File: config.mk
export PLATFORM = sky130hd
export DESIGN_NAME = div_unit
export DESIGN_NICKNAME = d
export VERILOG_FILES = /design/src/rtl/div_unit.sv
export SDC_FILE = /design/constraint.sdc
export NUM_CORES = 1
export LEC_CHECK = 0
export BUFFER_PORTS_ARGS = -buffer_cell sky130_fd_sc_hd__buf_2
export CORE_MARGIN = 2
export CORE_UTILIZATION = 52
export CTS_BUF_LIST = sky130_fd_sc_hd__clkbuf_4 sky130_fd_sc_hd__clkbuf_8
export DETAILED_ROUTE_END_ITERATION = 6
export PLACE_DENSITY = 0.73
export SLEW_MARGIN = 5
export SYNTH_ARGS = -nofsm -noshare
export SYNTH_HDL_FRONTEND = slang
export SYNTH_SLANG_ARGS = --single-unit
File: constraint.sdc
create_clock -name clk -period 5.63 [get_ports clk]
set_input_delay 0 -clock clk [delete_from_list [all_inputs] [get_ports clk]]
set_output_delay 0 -clock clk [all_outputs]
set_load 0.1 [all_outputs]
File: src/rtl/div_unit.sv
// div_unit: multi-cycle 32-bit restoring divider for DIV/DIVU in the E stage.
// It produces {remainder, quotient} as {HI, LO} and requests a stall while a
// division is in flight.
// Optional feature macro: DIV_ZERO_FAST_EN. When it is defined, a zero divisor
// takes a two-cycle BYZERO path that returns 64'h0.
module div_unit (
  input  logic        clk,
  input  logic        rst,
  input  logic        start_i,
  input  logic        signed_i,
  input  logic [31:0] opdata1_i,
  input  logic [31:0] opdata2_i,
  input  logic        annul_i,
  output logic [63:0] result_o,
  output logic        ready_o,
  output logic        stall_o
);

  typedef enum logic [1:0] {
    FREE   = 2'd0,
`ifdef DIV_ZERO_FAST_EN
    BYZERO = 2'd1,
`endif
    ON     = 2'd2,
    END    = 2'd3
  } state_t;

  state_t      state_q, state_d;
  logic [5:0]  cnt_q, cnt_d;
  logic [63:0] result_q, result_d;
  logic [64:0] work_q;
  logic [31:0] divisor_q;
  logic        neg_a_q, neg_b_q;
  logic        load;
  logic [64:0] step_w;

  // Magnitude of an operand; negation applies only to signed operations.
  function automatic logic [31:0] abs32(input logic signed [31:0] v, input logic en);
    logic signed [31:0] r;
    r = v;
    if (en && v[31]) r = -v;
    return r;
  endfunction

  // One restoring step. The upper 33 bits hold the partial remainder. The
  // lower 32 bits shift out dividend bits and shift in quotient bits.
  function automatic logic [64:0] div_step(input logic [64:0] w, input logic [31:0] d);
    logic [64:0] sh;
    logic [32:0] trial;
    sh    = {w[63:0], 1'b0};
    trial = sh[64:32] - {1'b0, d};
    if (sh[64:32] >= {1'b0, d}) return {trial, sh[31:1], 1'b1};
    return sh;
  endfunction

  // Sign correction. The quotient is negated when the operand signs differ.
  // The remainder follows the dividend. 0x80000000 / -1 wraps to 0x80000000.
  function automatic logic [63:0] sign_fix(input logic [63:0] w, input logic neg_a,
                                           input logic neg_b);
    logic signed [31:0] q, r;
    q = w[31:0];
    r = w[63:32];
    if (neg_a ^ neg_b) q = -q;
    if (neg_a) r = -r;
    return {r, q};
  endfunction

  assign load     = (state_q == FREE) && start_i && !annul_i;
  assign step_w   = div_step(work_q, divisor_q);
  assign result_o = result_q;
  assign ready_o  = (state_q == END);
  assign stall_o  = start_i && !annul_i && !rst && (state_q != END);

  // Control state, counter and architectural result; these are cleared by reset.
  always_ff @(posedge clk) begin
    if (rst) begin
      state_q  <= FREE;
      cnt_q    <= 6'd0;
      result_q <= 64'd0;
    end else begin
      state_q  <= state_d;
      cnt_q    <= cnt_d;
      result_q <= result_d;
    end
  end

  // Working datapath: load operand magnitudes on acceptance, then iterate in ON.
  always_ff @(posedge clk) begin
    if (load) begin
      work_q    <= {33'd0, abs32(opdata1_i, signed_i)};
      divisor_q <= abs32(opdata2_i, signed_i);
      neg_a_q   <= signed_i & opdata1_i[31];
      neg_b_q   <= signed_i & opdata2_i[31];
    end else if (state_q == ON) begin
      work_q    <= step_w;
    end
  end

  // Next-state logic. The result is written on the edge into END, so the new
  // value appears in the same cycle as the ready pulse.
  always_comb begin
    state_d  = state_q;
    cnt_d    = cnt_q;
    result_d = result_q;
    case (state_q)
      FREE: begin
        if (start_i && !annul_i) begin
          cnt_d   = 6'd0;
          state_d = ON;
`ifdef DIV_ZERO_FAST_EN
          if (opdata2_i == 32'd0) state_d = BYZERO;
`endif
        end
      end
      ON: begin
        if (annul_i) begin
          state_d = FREE;
          cnt_d   = 6'd0;
        end else begin
          cnt_d = cnt_q + 6'd1;
          if (cnt_q == 6'd31) begin
            state_d  = END;
            result_d = sign_fix(step_w[63:0], neg_a_q, neg_b_q);
          end
        end
      end
`ifdef DIV_ZERO_FAST_EN
      BYZERO: begin
        if (annul_i) begin
          state_d = FREE;
        end else begin
          state_d  = END;
          result_d = 64'd0;
        end
      end
`endif
      END: begin
        state_d = FREE;
        cnt_d   = 6'd0;
      end
      default: state_d = FREE;
    endcase
  end

endmodule

==> results of run 1 <==
## where the power goes
part           switching (mW)  internal, mW  total (mW)  leakage (nW)
combinational            1.15         0.657        1.81          3.51
clock                   0.563         0.386       0.949         0.218
sequential              0.101          1.38        1.48          1.46
## worst max-delay path, delay by kind of cell, from the launching register on
kind,cells,cell delay [ns]
adder cells (fa/ha/maj),2,0.72
XOR/XNOR,1,0.21
AO/OA/AOI/OAI,10,2.64
AND/OR/NAND/NOR,3,0.89
flip-flops,1,0.37
## layout by cell type, fill, tap and decap left out, drive strengths merged, types with 5 or more instances in the layout
cell type and instances:
nor2 151, nand2 150, buf 146, a21oi 132, o21ai 108, dfxtp 104, dlygate4sd3 70, xnor2 68
inv 67, edfxtp 66, xor2 65, ha 37, a211oi 32, nor3 30, o31ai 23, mux2i 19
nor4 19, nand3 18, nand2b 18, clkbuf 17, nand4 15, or3 15, a21o 14, o211ai 13
a31oi 10, o41ai 9, and3 8, or2 8, or4 7, and2 7, o21bai 7, clkinv 7
nand3b 5, nor3b 5
## per-stage QoR
step                total power [mW]  setup slack, ns  std cells  hold slack, ns  instance area, µm²
CTS                            4.208           0.7867       1817         0.03660               13250
detailed placement             3.235           0.8228       1715          0.2295               12110
finish                         4.238           0.6970       1817         0.04551               13250
floorplan                      2.793           0.9402       1365         0.09887               11320
global route                   4.473           0.3837       1817         0.08387               13250
global placement               3.208           0.9341       1715          0.2327               12110
## synthesized netlist by cell type (all sizes together) (23+ instances only)
cell | instances | area [µm²]
inv | 60 | 225.2
edfxtp | 66 | 1982
clkbuf | 45 | 170.2
ha | 37 | 462.9
nand2 | 150 | 570.6
o31ai | 23 | 201.5
xnor2 | 68 | 595.6
o21ai | 108 | 548.0
dfxtp | 104 | 2082
a211oi | 32 | 240.2
nor2 | 151 | 566.8
buf | 26 | 153.9
xor2 | 65 | 569.3
nor3 | 30 | 150.1
a21oi | 132 | 668.1
## layout make-up
type                            count  share of cell area
Sequential cell                   170              0.3068
Clock buffer                       17             0.01766
Clock inverter                     15             0.01521
Multi-Input combinational cell   1064              0.5070
Timing Repair Buffer              216              0.1103
Tap cell                          275             0.02598
Inverter                           60             0.01700
## cell families (layout without fill, tap and decap cells)
| logic type | after synthesis | after routing | synth area share |
|---|---|---|---|
| AND/OR/NAND/NOR | 467 | 467 | 0.1925 |
| AO/OA/AOI/OAI | 403 | 403 | 0.2332 |
| flip-flops | 170 | 170 | 0.3591 |
| XOR/XNOR | 133 | 133 | 0.1029 |
| buffers and inverters | 131 | 308 | 0.04853 |
| adder cells (fa/ha/maj) | 38 | 38 | 0.04268 |
| multiplexers | 23 | 23 | 0.02112 |
## flip-flops by register name, indices dropped and copies added (netlist names)
name and count:
neg_a_q 1, neg_b_q 1, divisor_q 32, result_o 64, work_q 64, cnt_q 6
state_q 2
## per-layer routing
layer  track usage  share of wire  vias up
li1              -              -     5253
met1        0.4223           0.46     5157
met2        0.4586           0.45      398
met3       0.04192          0.066       54
met4       0.08796          0.022        2
met5             0        0.00039        -
## final timing paths
kind / from / to / slack [ns] / depth (start not counted)
max reg2reg: work_q[43] / result_o[58] / 0.70 / 16
min reg2reg: result_o[40] / result_o[40] / 0.46 / 2
max: work_q[43] / result_o[58] / 0.70 / 16
min: annul_i / cnt_q[0] / 0.05 / 4
==> out/results.ini, run 1 <==
[outcome]
status = complete, no violations

[sta]
tightest_slew_ns = 0.9655
fin_tns_setup_ns = 0
skew_ns = 0.01800
post-route-min-period_ns = 4.933
setup_violations = 0
hold_violations = 0
final_max_slew_viol_count = 0
max_freq_ghz = 0.2027
grt_setup_unrepaired = no
maxSlewHeadroom = 0.3517
final.period_utilization = 0.8762

[critical_path]
crit_type = flip-flop to flip-flop
cp_data_arrival_time_ns = 5.32
critPathCaptureType = flip-flop
required_ns = 6.01
cpMaxStageDelayCell = or3_1
slowest_delay_ns = 0.55
cp_cell_sequence = ha_1, a21oi_1, o21ai_1, a21o_1, o311ai_4, nand2_2, o21ai_0, ha_1, nand2_1, a2111oi_4, o2111a_1, o211ai_2, or3_1, o31ai_2, xor2_1, o21ai_1
start_kind = flip-flop
crit_fanout = 10

[power_and_ir_drop]
ir_worst_vdd_mv = 0.1942
p_per_area_mw_per_mm2 = 320.0
power.static_leakage_nw = 5.193

[yosys]
synth-main-ff-cell = dfxtp_1
syn-instance-count = 1365
synth-seq-cells = 170
synth_warnings = 0
yosysSeqAreaShare = 0.3591
synth_cell_types = 84
syn_area_per_cell_um2 = 8.291
async_flop_share = 0
synth_area_mm2 = 0.01132
syn_nets = 1472
synth_edf_count = 66

[clock_network]
htreeDepth = 4
cts_buffer_depth = 2
postCtsSetupBuffers = 0
insertion_delay_ns = 0.49
cts_sinks = 170
clockRootBuffer = clkbuf_8
cts.clk_slew.worst_paths_ns = 0.11
cts_tree = built
cts_resized = 0
cts_buffers = 17
ctsHoldBuffers = 70

[detailed_routing]
wl_per_cell_um = 18.43
avgViaCountPerCell = 5.979
antenna_left = 0
detail_route.first_pass.iterations = 6
drtIter0Drc = 1034
route.final.wire_length_um = 33490
vias = 10864
drc_errors = 0

[floorplan]
initial_core_util = 0.5333
fp.dieW_um = 151.5
ioPinCount = 135
core_mm2 = 0.02122
dieHeight_um = 151.5
die_area_mm2 = 0.02296
num_rows = 53

[global_route]
first_global_vias = 9874
grt_overflow = 0
grt_pass1_wl_um = 52580
antenna_found_initial = 1
grt_usage = 0.2932
grt_max_degree = 86

[placement]
hpwl_um = 24620
io_buffers = 134
gp_congestion = 0.9459

[run]
max-cap-violations = 0

[cells_and_area]
area.growth.synth_to_final_pct = 17.04
area.sequential_mm2 = 0.004064
drive_gt1_frac = 0.1427
final_core_util = 0.6242
fillers = 1881
num_antenna_cells = 0
nets = 1636
multi_input_area_mm2 = 0.006715

[hold_path]
hold_class = primary input to flip-flop

No activity file was read; power rests on OpenSTA's default activity.
==> run 2: changes to the inputs <==
- BUFFER_PORTS_ARGS: -buffer_cell sky130_fd_sc_hd__buf_2 -> -buffer_cell sky130_fd_sc_hd__clkbuf_2
==> run 2 against run 1 <==
Compared with the run above:
- the flow now finishes with violations (DRC)
- power decreased by 1.7%
- sequential power barely moved
- first-iteration DRC count shrank 0.97%
- utilization fell by 0.31 points
- critical endpoint unchanged
- worst setup slack better by 0.11 ns
- worst hold slack worse by 0.0095 ns
- highest routed layer is now met4
- largest power group unchanged
- combinational power about the same
- design area down 0.49%
- non-clock buffer count fell by 4
- fmax is 2.3% higher
- largest cell class unchanged
- clock power down 6.3%
==> out/results.ini, run 2 (same netlist as run 1, synthesis figures left out) <==
[outcome]
status = complete, but fails checks
violations = DRC

[critical_path]
rr_worst_depth = 16
cpMaxStageDelayCell = or3_1
crit_type = flip-flop to flip-flop
cp_common_cell = ha_1
path_delay_family = compound AO/OA/AOI/OAI gates
timing.rr.start = work_q[51]
crit_fanout = 10
start_kind = flip-flop
reg2reg_to = result_o[58]
slowest_delay_ns = 0.55
required_ns = 5.98
cp_data_arrival_time_ns = 5.17
crit_buf_inv = 0
rrSetupSlack_ns = 0.81
cp_num_cells = 16
critPathCaptureType = flip-flop
cp_cell_sequence = ha_1, a21oi_1, o21ai_2, a211oi_1, o31a_4, nand2_2, o21ai_0, ha_1, nand2_1, a2111oi_4, o2111a_1, o211ai_2, or3_1, o31ai_2, xor2_1, o21ai_1

[placement]
io_buffers = 134
hpwl_um = 24460
placed_area_mm2 = 0.01211
pre_cts_slack_ns = 0.9335
gp_congestion = 0.9455

[sta]
hold_violations = 0
setup_violations = 0
grt_setup_unrepaired = no
skew_ns = 0.01851
hold-worst-slack_ns = 0.03604
maxSlewHeadroom = 0.3312
fin_tns_setup_ns = 0
max_freq_ghz = 0.2074
worst_slack_ns = 0.8076
final_max_slew_viol_count = 0
tightest_slew_ns = 0.9960
final.period_utilization = 0.8566
post-route-min-period_ns = 4.822

[global_route]
antenna_found_initial = 0
first_global_vias = 9707
grt_usage = 0.2906
grt_pass1_wl_um = 51990
grt_max_degree = 86
grt_overflow = 0

[detailed_routing]
wl_per_cell_um = 18.19
detail_route.first_pass.iterations = 7
drtIter0Drc = 1024
avgViaCountPerCell = 5.905
vias = 10706
antenna_left = 0
drc_errors = 2
route.final.wire_length_um = 32980

[hold_path]
hold_end = work_q[21]
hold_depth = 3
min_from = opdata1_i[21]
hold_class = primary input to flip-flop

[clock_network]
cts_buffer_depth = 2
ctsHoldBuffers = 66
cts_buffers = 17
cts.clk_slew.worst_paths_ns = 0.11
cts_tree = built
htreeDepth = 4
postCtsSetupBuffers = 0
cts_resized = 0
cts_sinks = 170
clockRootBuffer = clkbuf_8
insertion_delay_ns = 0.48

[floorplan]
ioPinCount = 135
num_rows = 53
initial_core_util = 0.5333
dieHeight_um = 151.5
fp.dieW_um = 151.5
core_mm2 = 0.02122
die_area_mm2 = 0.02296

[power_and_ir_drop]
p_int_mw = 2.386
power_mw = 4.166
p_per_area_mw_per_mm2 = 316.1
seqPwrFrac = 0.355
p_sw_mw = 1.780
power.static_leakage_nw = 5.122
pwr-share-clk = 0.213
comb_power_share = 0.432
ir_worst_vdd_mv = 0.1666
switching_share = 0.4273

[run]
max-cap-violations = 0

[cells_and_area]
drive_gt1_frac = 0.1430
num_antenna_cells = 0
final_common_cell = nor2_1
nets = 1632
final_cell_mix = nor2_1 (151), nand2_1 (147), clkbuf_2 (134), a21oi_1 (130), dfxtp_1 (104)
stdcell_area_mm2 = 0.01318
area.growth.synth_to_final_pct = 16.46

-- run 2: changes by cell type in the layout (fill, tap and decap cells not counted) --
cell,change
bufinv_8,+1
inv_6,-1
buf_2,-134
clkinv_4,+2
inv_12,-1
dlygate4sd3_1,-4
inv_8,-1
bufinv_16,-1
inv_4,+1
clkbuf_2,+134
-- run 2: final cells by class --
cell class | count | area, µm²
fillers | 1859 | 8040
multi-input cells | 1064 | 6715
flip-flops and latches | 170 | 4064
repair buffers | 212 | 1421
well taps | 275 | 344.1
clock buffers | 17 | 234.0
inverters | 60 | 225.2
clock inverters | 15 | 176.4
-- run 2: worst reg2reg max path, delay by kind of cell, from the launching register on --
kind / cells / cell delay (ns)
and+or+nand+nor: 3 / 0.83
DFF: 1 / 0.37
adders and majority gates: 2 / 0.70
AOI/OAI and AO/OA: 10 / 2.61
xor gates and xnor gates: 1 / 0.18
-- run 2: routing by layer --
metal	GRT usage	part of all wire	vias up
li1	-	-	5261
met1	0.4271	0.47	4980
met2	0.4514	0.44	421
met3	0.03593	0.066	44
met4	0.08102	0.020	0
met5	0	0	-
-- run 2: per-stage QoR --
| step | std cells | utilization |
|---|---|---|
| 2_1_floorplan | 1365 | - |
| 4_1_cts | 1813 | 0.6211 |
| 3_3_place_gp | 1715 | 0.5706 |
| 3_5_place_dp | 1715 | 0.5706 |
| 6_report | 1813 | 0.6211 |
| 5_1_grt | 1813 | 0.6211 |
-- run 2: how the worst max path moves through the flow --
stage	start	endpoint	slack, ns
floorplan	divisor_q[8]	result_o[58]	0.94
global placement	work_q[43]	result_o[62]	1.01
detailed placement	work_q[43]	result_o[58]	0.93
CTS	work_q[43]	result_o[58]	0.88
global route	work_q[43]	result_o[62]	0.49
finish	work_q[51]	result_o[58]	0.81
-- run 2: power groups by stage --
| stage | Clock (mW) | Sequential [mW] | Combinational [mW] |
|---|---|---|---|
| finish | 0.889 | 1.48 | 1.80 |
| global route | 0.944 | 1.49 | 1.96 |
| CTS | 0.900 | 1.47 | 1.77 |
| detailed placement | 0 | 1.50 | 1.72 |
| global placement | 0 | 1.50 | 1.70 |
| floorplan | 0 | 1.47 | 1.32 |
